$ cat config.mk
export PLATFORM = sky130hd
export DESIGN_NAME = stream_rr_merge
export DESIGN_NICKNAME = d
export VERILOG_FILES = /design/src/rtl/stream_merge_pkg.sv /design/src/rtl/rr_pick.sv /design/src/rtl/stream_rr_merge.sv
export SDC_FILE = /design/constraint.sdc
export NUM_CORES = 1
export LEC_CHECK = 0
export CAP_MARGIN = 5
export CORE_AREA = 5 5 229 231
export DETAILED_ROUTE_END_ITERATION = 7
export DIE_AREA = 0 0 234 236
export PLACE_DENSITY = 0.4
export SETUP_SLACK_MARGIN = 0.1
export SYNTH_ARGS = -nofsm -noshare
export SYNTH_HDL_FRONTEND = slang
export SYNTH_SLANG_ARGS = --single-unit
$ cat constraint.sdc
create_clock -name ap_clk -period 2.4 [get_ports ap_clk]
set_input_delay 0.48 -clock ap_clk [delete_from_list [all_inputs] [get_ports ap_clk]]
set_output_delay 0.48 -clock ap_clk [all_outputs]
set_load 0.1 [all_outputs]
$ cat src/rtl/stream_merge_pkg.sv
// Shared types and default sizing for the round-robin stream merger.
package stream_merge_pkg;

  typedef enum logic {
    IDLE  = 1'b0,
    GRANT = 1'b1
  } state_e;

  localparam int DFLT_NUM_PORTS = 8;
  localparam int DFLT_DATA_W    = 64;
  localparam int DFLT_BURST_MAX = 16;

endpackage

$ cat src/rtl/rr_pick.sv
// Combinational round-robin selector: first set req bit at or after ptr, wrapping.
module rr_pick #(
  parameter  int N  = 8,
  localparam int IW = $clog2(N)
) (
  input  logic [N-1:0]  req,
  input  logic [IW-1:0] ptr,
  output logic [IW-1:0] idx,
  output logic          any
);

  // Scan from the farthest offset down so the nearest requester wins last.
  always_comb begin
    int j;
    j   = 0;
    idx = ptr;
    any = 1'b0;
    for (int k = N - 1; k >= 0; k--) begin
      j = int'(ptr) + k;
      if (j >= N) j = j - N;
      if (req[j]) begin
        idx = IW'(j);
        any = 1'b1;
      end
    end
  end

endmodule

$ cat src/rtl/stream_rr_merge.sv
// N-to-1 AXI-Stream merger with round-robin burst grants and a registered output stage.
module stream_rr_merge
  import stream_merge_pkg::*;
#(
  parameter  int NUM_PORTS = DFLT_NUM_PORTS,
  parameter  int DATA_W    = DFLT_DATA_W,
  parameter  int BURST_MAX = DFLT_BURST_MAX,
  localparam int IDX_W     = $clog2(NUM_PORTS),
  localparam int CNT_W     = $clog2(BURST_MAX + 1)
) (
  input  logic                        ap_clk,
  input  logic                        ap_rst,
  input  logic [NUM_PORTS*DATA_W-1:0] s_TDATA,
  input  logic [NUM_PORTS-1:0]        s_TVALID,
  output logic [NUM_PORTS-1:0]        s_TREADY,
  output logic [DATA_W-1:0]           m_TDATA,
  output logic [IDX_W-1:0]            m_TDEST,
  output logic                        m_TLAST,
  output logic                        m_TVALID,
  input  logic                        m_TREADY
);

  state_e            state_q, state_d;
  logic [IDX_W-1:0]  gnt_q, gnt_d;
  logic [IDX_W-1:0]  rr_ptr_q, rr_ptr_d;
  logic [CNT_W-1:0]  beat_cnt_q, beat_cnt_d;
  logic [DATA_W-1:0] m_data_q, m_data_d;
  logic [IDX_W-1:0]  m_dest_q, m_dest_d;
  logic              m_last_q, m_last_d;
  logic              m_valid_q, m_valid_d;

  logic [IDX_W-1:0]  pick_idx;
  logic              pick_any;
  logic              gnt_valid, gnt_ready, accept, last_beat;
  logic [IDX_W-1:0]  gnt_next;

  rr_pick #(.N(NUM_PORTS)) u_rr_pick (
    .req (s_TVALID),
    .ptr (rr_ptr_q),
    .idx (pick_idx),
    .any (pick_any)
  );

  // Ready is masked during reset so no handshake can complete in a reset cycle.
  assign gnt_valid = s_TVALID[gnt_q];
  assign gnt_ready = (state_q == GRANT) && !ap_rst && (!m_valid_q || m_TREADY);
  assign accept    = gnt_valid && gnt_ready;
  assign last_beat = (beat_cnt_q == CNT_W'(BURST_MAX - 1));
  assign gnt_next  = (gnt_q == IDX_W'(NUM_PORTS - 1)) ? '0 : gnt_q + IDX_W'(1);

  always_comb begin
    s_TREADY        = '0;
    s_TREADY[gnt_q] = gnt_ready;
  end

  always_comb begin
    state_d    = state_q;
    gnt_d      = gnt_q;
    rr_ptr_d   = rr_ptr_q;
    beat_cnt_d = beat_cnt_q;
    m_data_d   = m_data_q;
    m_dest_d   = m_dest_q;
    m_last_d   = m_last_q;
    m_valid_d  = m_valid_q;

    if (accept) begin
      m_data_d   = s_TDATA[gnt_q*DATA_W +: DATA_W];
      m_dest_d   = gnt_q;
      m_last_d   = last_beat;
      m_valid_d  = 1'b1;
      beat_cnt_d = beat_cnt_q + CNT_W'(1);
    end else if (m_TREADY) begin
      m_valid_d = 1'b0;
    end

    case (state_q)
      IDLE: begin
        if (pick_any) begin
          gnt_d      = pick_idx;
          beat_cnt_d = '0;
          state_d    = GRANT;
        end
      end
      GRANT: begin
        // Leave on a full burst or when the granted port goes quiet while we could take data.
        if ((accept && last_beat) || (gnt_ready && !gnt_valid)) begin
          state_d  = IDLE;
          rr_ptr_d = gnt_next;
        end
      end
      default: state_d = IDLE;
    endcase
  end

  always_ff @(posedge ap_clk) begin
    if (ap_rst) begin
      state_q    <= IDLE;
      gnt_q      <= '0;
      rr_ptr_q   <= '0;
      beat_cnt_q <= '0;
      m_data_q   <= '0;
      m_dest_q   <= '0;
      m_last_q   <= 1'b0;
      m_valid_q  <= 1'b0;
    end else begin
      state_q    <= state_d;
      gnt_q      <= gnt_d;
      rr_ptr_q   <= rr_ptr_d;
      beat_cnt_q <= beat_cnt_d;
      m_data_q   <= m_data_d;
      m_dest_q   <= m_dest_d;
      m_last_q   <= m_last_d;
      m_valid_q  <= m_valid_d;
    end
  end

  assign m_TDATA  = m_data_q;
  assign m_TDEST  = m_dest_q;
  assign m_TLAST  = m_last_q;
  assign m_TVALID = m_valid_q;

endmodule

======== Word level (Yosys, flattened, before mapping) ========
Cells that the tools add are included.
W data, S select, Z words.
storage, ports and cells
  register bits ........................... 81
  bits of input ports ..................... 523
  output and inout port bits .............. 77
  word-level logic and storage cells ...... 123
operators by class
  $add $sub $neg .......................... 17
  magnitude comparators ................... 18
  eq/ne operators ......................... 2
  shift operators ......................... 1
  multiplexer cells ....................... 61
  bitwise operators ....................... 2
  reduce and logical (&&, ||, !) cells .... 14
operators by type and width
  cell                     count
  $shiftx A512 B10 Y64     1
  $lt A32 B5 Y1 const B    8
  $mux W32                 8
  $ge A32 B5 Y1 const B    7
  $sub A32 B5 Y32 const B  7
  $mux W1                  30
  $bmux W1 S3              9
  $mux W3                  9
  $add A3 B3 Y4 const B    4
  $mux W5                  3
  $add A3 B2 Y4 const B    2
  $and A8 B8 Y8            1
  $logic_and A1 B1 Y1      6
  $add A5 B1 Y5 const B    1
  $eq A5 B4 Y1 const B     1
  $sub A3 B4 Y5 const B    1
  $add A3 B1 Y4 const B    1
  $ge A3 B4 Y1 const B     1
  $lt A3 B4 Y1 const B     1
  $reduce_and A2 Y1        2
  $add A3 B1 Y3 const B    1
  $demux W1 S3             1
  $eq A3 B3 Y1 const B     1
  $ge A3 B1 Y1 const B     1
  other kinds (5)          8

======== Logic depth before layout (Yosys ltp) ========
Gate-level depths: netlist (run 1).
  depth in word-level cells ............... 16
  gate-level depth with buffers ........... 11
  depth with buffers taken out ............ 8

======== Cells and area by module ========
Synthesis (run 1) repeated with hierarchy kept, for this count alone.
unflattened totals
  cells, all modules ...................... 789
  area total of the unflattened synthesis .. 7662.3 µm²
by module, submodules not included
  module           instances  cells an instance  area an instance (µm²)  seq. area each (µm²)
  stream_rr_merge  1          687                6771.5                  1621.6
  rr_pick          1          102                890.9                   0.0

======== Least setup slack after synthesis (run 1) ========
OpenSTA, ideal clock, no wires.
  path kind ............................... reg-to-output
  start point ............................. reg m_valid_q (netlist: m_TVALID)
  end point ............................... out s_TREADY[1]
  arrival time ............................ 3.202 ns
  data required time ...................... 1.920 ns
  slack ................................... -1.282 ns
  cell stages (with the launch flop) ...... 5
  buffers on the path ..................... 0
  cells stage by stage .................... dfxtp_1 nand2b_1 and3b_1 nand2_1 nor3_1
between the ends
  longest elaborated chain between the ends .. 4
RTL lines
  what                            line                    text
  start: declaration              stream_rr_merge.sv:30   logic m_valid_q, m_valid_d;
  start signal: assignment        stream_rr_merge.sv:113  m_valid_q <= m_valid_d;
  $logic_not A1 Y1                stream_rr_merge.sv:46   assign gnt_ready = (state_q == GRANT) && !ap_rst && (!m_valid_q || m_TREADY);
  $logic_or A1 B1 Y1              stream_rr_merge.sv:46
  $logic_and A1 B1 Y1             stream_rr_merge.sv:46
  $and A8 B8 Y8 (no source line)  -
  end: declaration                stream_rr_merge.sv:15   output logic [NUM_PORTS-1:0] s_TREADY,
No other way between the ends.

======== Worst setup path after layout (run 1) ========
  start point ............................. reg rr_ptr_q[0]
  end point ............................... reg gnt_q[0]
between the ends
  longest elaborated chain between the ends .. 15
  elaborated cells on any way between the ends .. 72
  classes of those cells .................. 15 x add/sub; 8 x order compare; 48 x mux; 1 x reduce/logical
RTL lines
  what                                                     line                    text
  start: declaration                                       stream_rr_merge.sv:25   logic [IDX_W-1:0] rr_ptr_q, rr_ptr_d;
  start signal: assignment                                 stream_rr_merge.sv:108  rr_ptr_q <= rr_ptr_d;
  $add A3 B3 Y4                                            rr_pick.sv:19           j = int'(ptr) + k;
  $sub A32 B5 Y32 / $ge A32 B5 Y1 (equally long branches)  rr_pick.sv:20           if (j >= N) j = j - N;
  $mux W32                                                 rr_pick.sv:20
  $bmux W1 S3                                              rr_pick.sv:21           if (req[j]) begin
  $mux W1 (implied by the code) (2 in series)              rr_pick.sv:21
  $mux W1 (8 in series)                                    rr_pick.sv:21
  $reduce_and A2 Y1 (no source line)                       -
  end signal: assignment                                   stream_rr_merge.sv:107  gnt_q <= gnt_d;
  end: declaration                                         stream_rr_merge.sv:24   logic [IDX_W-1:0] gnt_q, gnt_d;
Parallel ways exist; a longest one is shown, timed or not. The select of a mux whose other input is x is not followed.
A chain may end at the register's enable or synchronous reset.

==> flow_summary_export.csv, run 1 <==
group,metric,value,unit
power,leakagePower,0.00504,uW
drt,drtAntennaViolNets,0,
run,drv_cap,0,
critical_path,path_class,"reg -> reg",
sta,relSlewSlack,36.2,%
yosys,netlist_area,7320,um2
drt,via_count,7947,
yosys,yosysMostFrequentCell,"mux4_2",
yosys,seq_area_frac_synth,22.2,%
clock_tree,cts_root_buf,"clkbuf_16",
yosys,synth.distinct_cells,50,
sta,hold_viol,0,
critical_path,ff2ff_setup_slack,0.13,ns
yosys,ys_top_cells_by_count,"137 x mux4_2, 81 x dfxtp_1, 78 x nor2_1",
drt,drc_errors,0,
grt,grt_antenna_before_repair,1,
yosys,synth_edf_count,0,
clock_tree,cts_tree,"done",
yosys,synth_top_area_share,42.1,%
placed_design,numPortBuffers,599,
critical_path,cp.arrival,2.51,ns
placed_design,dp_worst_setup_slack,-0.417,ns
critical_path,r2r-end,"gnt_q[0]$_SDFFE_PP0P_",
critical_path,r2r_cells,8,
grt,grt_first_pass_wirelength,62400,um
yosys,async_reset_ff_share,0,%
floorplan,die_width,234,um
critical_path,critPathRequiredTime,2.63,ns
floorplan,core,49900,um2
floorplan,die_height,236,um
layout,drive_gt1_share,27.2,%
min_path,hp-class,"in -> reg",
floorplan,start_util,14.7,%
clock_tree,hold_buffers,0,
clock_tree,path_clk_slew,0.07,ns
drt,post_drt_wl_per_cell,23.3,um
yosys,synthTopCellsByArea,"mux4_2 42%, dfxtp_1 22%, mux2i_1 9.7%",
sta,min_period,2.27,ns
min_path,hold_depth,3,
placed_design,dp_hpwl,37800,um
power,totalPowerFinal,7160,uW
layout,fill_cells,5192,
drt,drt_wl_total,44000,um
sta,fmax,440,MHz
yosys,syn_inst,611,
layout,area_growth_syn_to_layout,104,%
floorplan,ios,600,
power,irDropWorstVdd,0.000314,V
yosys,yosysTopAreaCell,"mux4_2",
clock_tree,clock_latency,0.35,ns
clock_tree,cts-buffers-inserted,9,
power,p_per_area,479,nW/um2
critical_path,critPathMaxFanout,7,
drt,drt-initial-drc-count,337,
grt,grt_overflow,0,
sta,finalCritPeriodShare,94.7,%
grt,grt_use_total,15.4,%
floorplan,die_area,55200,um2
clock_tree,cts_sinks,81,
yosys,avgSynthCellArea,12.0,um2
sta,final.setup.worst_slack,0.126,ns
min_path,hold_end,"m_TVALID$_SDFFE_PP0P_",
yosys,synth_ff_type,"dfxtp_1",
clock_tree,h-tree-depth,3,
placed_design,routabilityCongestion,0.828,
drt,drt-vias-per-instance,4.21,
grt,grt_max_degree,81,
floorplan,row_count,82,
outcome,status,"complete, no violations",
sta,tightest_slew,0.957,ns
grt,grt_pass1_vias,8776,
min_path,min_from,"m_TREADY",
sta,slew_viol_final,0,
sta,finalClockSkew,0.00708,ns
critical_path,reg2reg_from,"rr_ptr_q[0]$_SDFFE_PP0P_",
critical_path,cp-end-kind,"flip-flop",
yosys,ys_ff_latch,81,
layout,nets,1737,
yosys,yosysWarnings,0,
sta,setup_viol,0,
yosys,syn_nets,1140,
sta,rsz0062_at_grt,"yes",
clock_tree,clk_path_buf_depth,2,
critical_path,crit_path_start_kind,"flip-flop",
drt,drtPass1Iterations,5,
[timing repair]
| item | CTS | global route |
|---|---|---|
| gates resized for setup | 15 | 12 |
| setup buffers | 2 | 6 |
| endpoints found under the setup margin | 35 | 11 |
| pin swaps | 4 | 4 |
[report_power, final]
group          switching [uW]  internal (uW)  leakage [uW]
clock network             617           1120      0.000170
registers                 108           1450      0.000664
logic                    1870           1990       0.00421
total                    2590           4570       0.00504
[kinds of logic (layout without fill, tap and decap cells)]
group,count (synthesis),count (layout),synth area share (%)
buffers and inverters,76,678,4.41
multiplexers,217,217,53.9
adder cells (fa/ha/maj),6,6,1.03
flip-flops,81,81,22.2
other,0,2,0
XOR/XNOR,7,7,0.837
AND/OR/NAND/NOR,124,124,7.55
AO/OA/AOI/OAI,100,100,10.1
[worst max path at each step]
stage	startpoint	slack (ns)	end	cells after the start
after floorplan	rr_ptr_q[1]$_SDFFE_PP0P_	0.01	gnt_q[1]$_SDFFE_PP0P_	11
after global placement	s_TVALID[6]	-0.41	gnt_q[1]$_SDFFE_PP0P_	6
after detailed placement	s_TVALID[7]	-0.42	gnt_q[1]$_SDFFE_PP0P_	6
after CTS	rr_ptr_q[0]$_SDFFE_PP0P_	0.10	gnt_q[1]$_SDFFE_PP0P_	8
after global routing	rr_ptr_q[0]$_SDFFE_PP0P_	0.02	gnt_q[2]$_SDFFE_PP0P_	9
final	rr_ptr_q[0]$_SDFFE_PP0P_	0.13	gnt_q[0]$_SDFFE_PP0P_	8
[per-layer routing]
metal | share of wire [%] | vias to the layer above | routed length [um] | track usage [%]
li1 | - | 3699 | - | -
met1 | 39 | 3898 | 17000 | 18.2
met2 | 53 | 314 | 23300 | 28.0
met3 | 6.3 | 36 | 2750 | 3.84
met4 | 2.1 | 0 | 924 | 3.81
met5 | 0 | - | 0 | 0
[through the flow]
step                      utilization, %  hold slack, ns  cell area, um2  std cells  TNS, ns
after floorplan                        -           0.447            7500        611        0
after global placement              29.0           0.456           14500       1861   -22.46
after detailed placement            29.0           0.463           14500       1861   -23.75
after CTS                           29.8           0.472           14800       1879        0
after global routing                30.0           0.462           14900       1885        0
final                               30.0           0.425           14900       1887        0
[worst max-delay path, stage by stage (launching register included)]
cell,delay (ns)
dfxtp_4,0.38
buf_8,0.14
mux4_2,0.55
mux2_4,0.32
nor3b_4,0.28
a31oi_2,0.14
buf_4,0.16
o2111ai_1,0.08
o211ai_1,0.11
[sequential cells by signal, indices dropped and copies added, names as in the netlist]
register and flops:
m_TDATA 64, beat_cnt_q 5, gnt_q 3, m_TDEST 3, rr_ptr_q 3, m_TLAST 1, m_TVALID 1, state_q 1
[cells in the final DEF (no fill, tap or decap), drive strengths merged, types with 7 or more instances in the layout]
cell and n:
mux4 140, dlygate4sd2 8, clkbuf 11, a211oi 65, dfxtp 81, nand2 16, buf 134, nor2 78
nand2b 8, mux2i 71, clkdlybuf4s50 512, o21ai 11, inv 7
[cell type report]
class	instances	area, um2	share of cell area [%]
tap	672	841	5.63
multi-input combinational	454	5570	37.3
inverter	7	31.3	0.209
sequential	81	1640	11.0
timing repair buffer	655	6490	43.4
antenna	2	5.00	0.0335
clock inverter	5	128	0.854
clock buffer	11	233	1.56
Note: power is estimated with default switching activity, not from simulation.
==> inputs of run 2 (changes only) <==
- CORE_AREA: 5 5 229 231 -> 2 2 233 235
- CTS_CLUSTER_DIAMETER: default -> 80
- DIE_AREA: 0 0 234 236 -> 0 0 235 237
- PLACE_DENSITY: 0.4 -> 0.38
==> run 2 against run 1 <==
Combinational power increased by 2%; flip-flop and latch count unchanged; register-to-register slack improved by 0.03 ns; routed wire length decreased by 3.0%; utilization decreased by 1.7 points; count of clock-buffer cells in the layout increased by 2; critical endpoint is now gnt_q[1]$_SDFFE_PP0P_; largest power group unchanged.
==> flow_summary_export.csv, run 2 (same netlist as run 1, synthesis figures left out) <==
group,metric,value,unit
outcome,status,"complete, no violations",
critical_path,cp_cell_sequence,"inv_6 -> ha_4 -> mux4_2 -> mux2_4 -> or3_1 -> o31ai_1 -> o21ai_1 -> a311oi_1",
power,p_per_area,462,nW/um2
clock_tree,cts_sinks,81,
drt,drc_errors,0,
placed_design,routabilityCongestion,0.823,
critical_path,cp-end-kind,"flip-flop",
layout,drive_gt1_share,28.2,%
placed_design,dp_worst_setup_slack,-0.461,ns
min_path,hp-class,"reg -> reg",
floorplan,die_area,55700,um2
floorplan,row_count,85,
grt,grt_overflow,0,
layout,final_common_cell,"clkdlybuf4s50_1",
layout,largest_reg_flops,64,
critical_path,path_class,"reg -> reg",
clock_tree,cts-buffers-inserted,9,
clock_tree,h-tree-depth,3,
grt,grt_use_total,15.0,%
sta,min_period,2.24,ns
clock_tree,cts_tree,"done",
sta,final.setup.worst_slack,0.157,ns
sta,rsz0062_at_grt,"yes",
floorplan,start_util,13.7,%
min_path,hold_depth,2,
critical_path,cp_slowest_cell,"dfxtp_4",
min_path,hold_end,"beat_cnt_q[4]$_SDFF_PP0_",
min_path,min_from,"beat_cnt_q[4]$_SDFF_PP0_",
sta,finalClockSkew,0.00689,ns
drt,post_drt_wl_per_cell,22.2,um
critical_path,critPathRequiredTime,2.66,ns
power,leakagePower,0.00509,uW
critical_path,r2r_cells,8,
critical_path,r2r-end,"gnt_q[1]$_SDFFE_PP0P_",
floorplan,ios,600,
grt,grt_first_pass_wirelength,60700,um
floorplan,core,53300,um2
power,irDropWorstVdd,0.000277,V
grt,grt_antenna_before_repair,8,
layout,nets,1749,
critical_path,reg2reg_from,"rr_ptr_q[1]$_SDFFE_PP0P_",
critical_path,cp.arrival,2.50,ns
drt,drt_wl_total,42700,um
grt,grt_pass1_vias,8686,
sta,relSlewSlack,35.1,%
drt,drt-vias-per-instance,4.11,
layout,area_growth_syn_to_layout,105,%
placed_design,numPortBuffers,599,
drt,drtPass1Iterations,4,
critical_path,cpPeakStageDelay,0.39,ns
sta,finalCritPeriodShare,93.5,%
clock_tree,path_clk_slew,0.06,ns
clock_tree,cts_root_buf,"clkbuf_16",
sta,setup-tns-final,0,ns
sta,fmax,446,MHz
clock_tree,clk_path_buf_depth,2,
sta,slew_viol_final,0,
layout,layout_common_cells,"512 x clkdlybuf4s50_1, 138 x mux4_2, 124 x buf_4",
grt,grt_max_degree,81,
sta,setup_viol,0,
drt,drtAntennaViolNets,0,
critical_path,critPathMaxFanout,6,
floorplan,die_height,237,um
drt,drt-initial-drc-count,229,
sta,hold_viol,0,
clock_tree,hold_buffers,0,
sta,tightest_slew,0.973,ns
critical_path,crit_path_start_kind,"flip-flop",
critical_path,ff2ff_setup_slack,0.16,ns
placed_design,dp_hpwl,36200,um
sta,hold_slack,0.473,ns
clock_tree,clock_latency,0.36,ns
floorplan,die_width,235,um
drt,via_count,7915,
run,drv_cap,0,
run 2: layout make-up:
class                   instances  area, um2
inverters                       7       31.3
multi-input cells             454       5560
fillers                      5570      38200
repair buffers                667       6610
diodes                          5       12.5
clock inverters                 3       18.8
flip-flops and latches         81       1640
well taps                     696        871
clock buffers                  13        292
run 2: how the worst max path moves through the flow:
stage | to | depth (start not counted) | slack (ns) | from
after CTS | gnt_q[1]$_SDFFE_PP0P_ | 7 | 0.10 | s_TVALID[1]
final | gnt_q[1]$_SDFFE_PP0P_ | 8 | 0.16 | rr_ptr_q[1]$_SDFFE_PP0P_
after detailed placement | m_TDATA[50]$_SDFFE_PP0P_ | 9 | -0.46 | s_TVALID[5]
after global placement | m_TDATA[9]$_SDFFE_PP0P_ | 9 | -0.41 | s_TVALID[5]
after global routing | gnt_q[1]$_SDFFE_PP0P_ | 8 | 0.03 | rr_ptr_q[0]$_SDFFE_PP0P_
after floorplan | gnt_q[1]$_SDFFE_PP0P_ | 11 | 0.01 | rr_ptr_q[1]$_SDFFE_PP0P_
run 2: where the power goes:
part,total [uW],switching (uW),internal (uW),leakage (uW)
sequential,1540,84.5,1450,0.000664
clock,1470,624,849,0.000153
combinational,3940,1920,2020,0.00427
run 2: per-layer routing:
layer | routed length (um) | track usage, % | vias to the layer above
met5 | 27 | 0 | -
met4 | 840 | 4.45 | 4
met3 | 2510 | 3.86 | 34
met2 | 22500 | 26.7 | 306
met1 | 16900 | 17.7 | 3850
li1 | - | - | 3721
run 2: per-stage QoR:
stage	cells	util, %	total power (uW)	cell area [um2]
after floorplan	611	-	3810	7500
after global placement	1897	27.3	5500	14600
after detailed placement	1897	27.3	5500	14600
after CTS	1919	28.1	7110	15000
after global routing	1925	28.2	7360	15000
final	1926	28.2	6950	15000
run 2: worst max-delay path, delay by kind of cell, from the launching register on:
| kind | cells | cell delay [ns] |
|---|---|---|
| mux | 2 | 0.68 |
| simple gates | 1 | 0.31 |
| compound gates | 3 | 0.44 |
| flops | 1 | 0.39 |
| fa+ha+maj | 1 | 0.29 |
| buf+inv | 1 | 0.04 |
run 2: what timing repair did:
item                                    4_1_cts  5_1_grt
endpoints found under the setup margin       81        8
pin swaps                                     2        4
endpoints found under the hold margin         0        0
cloned                                        1        0
buffers inserted                              5        2
gates resized for setup                      12       11
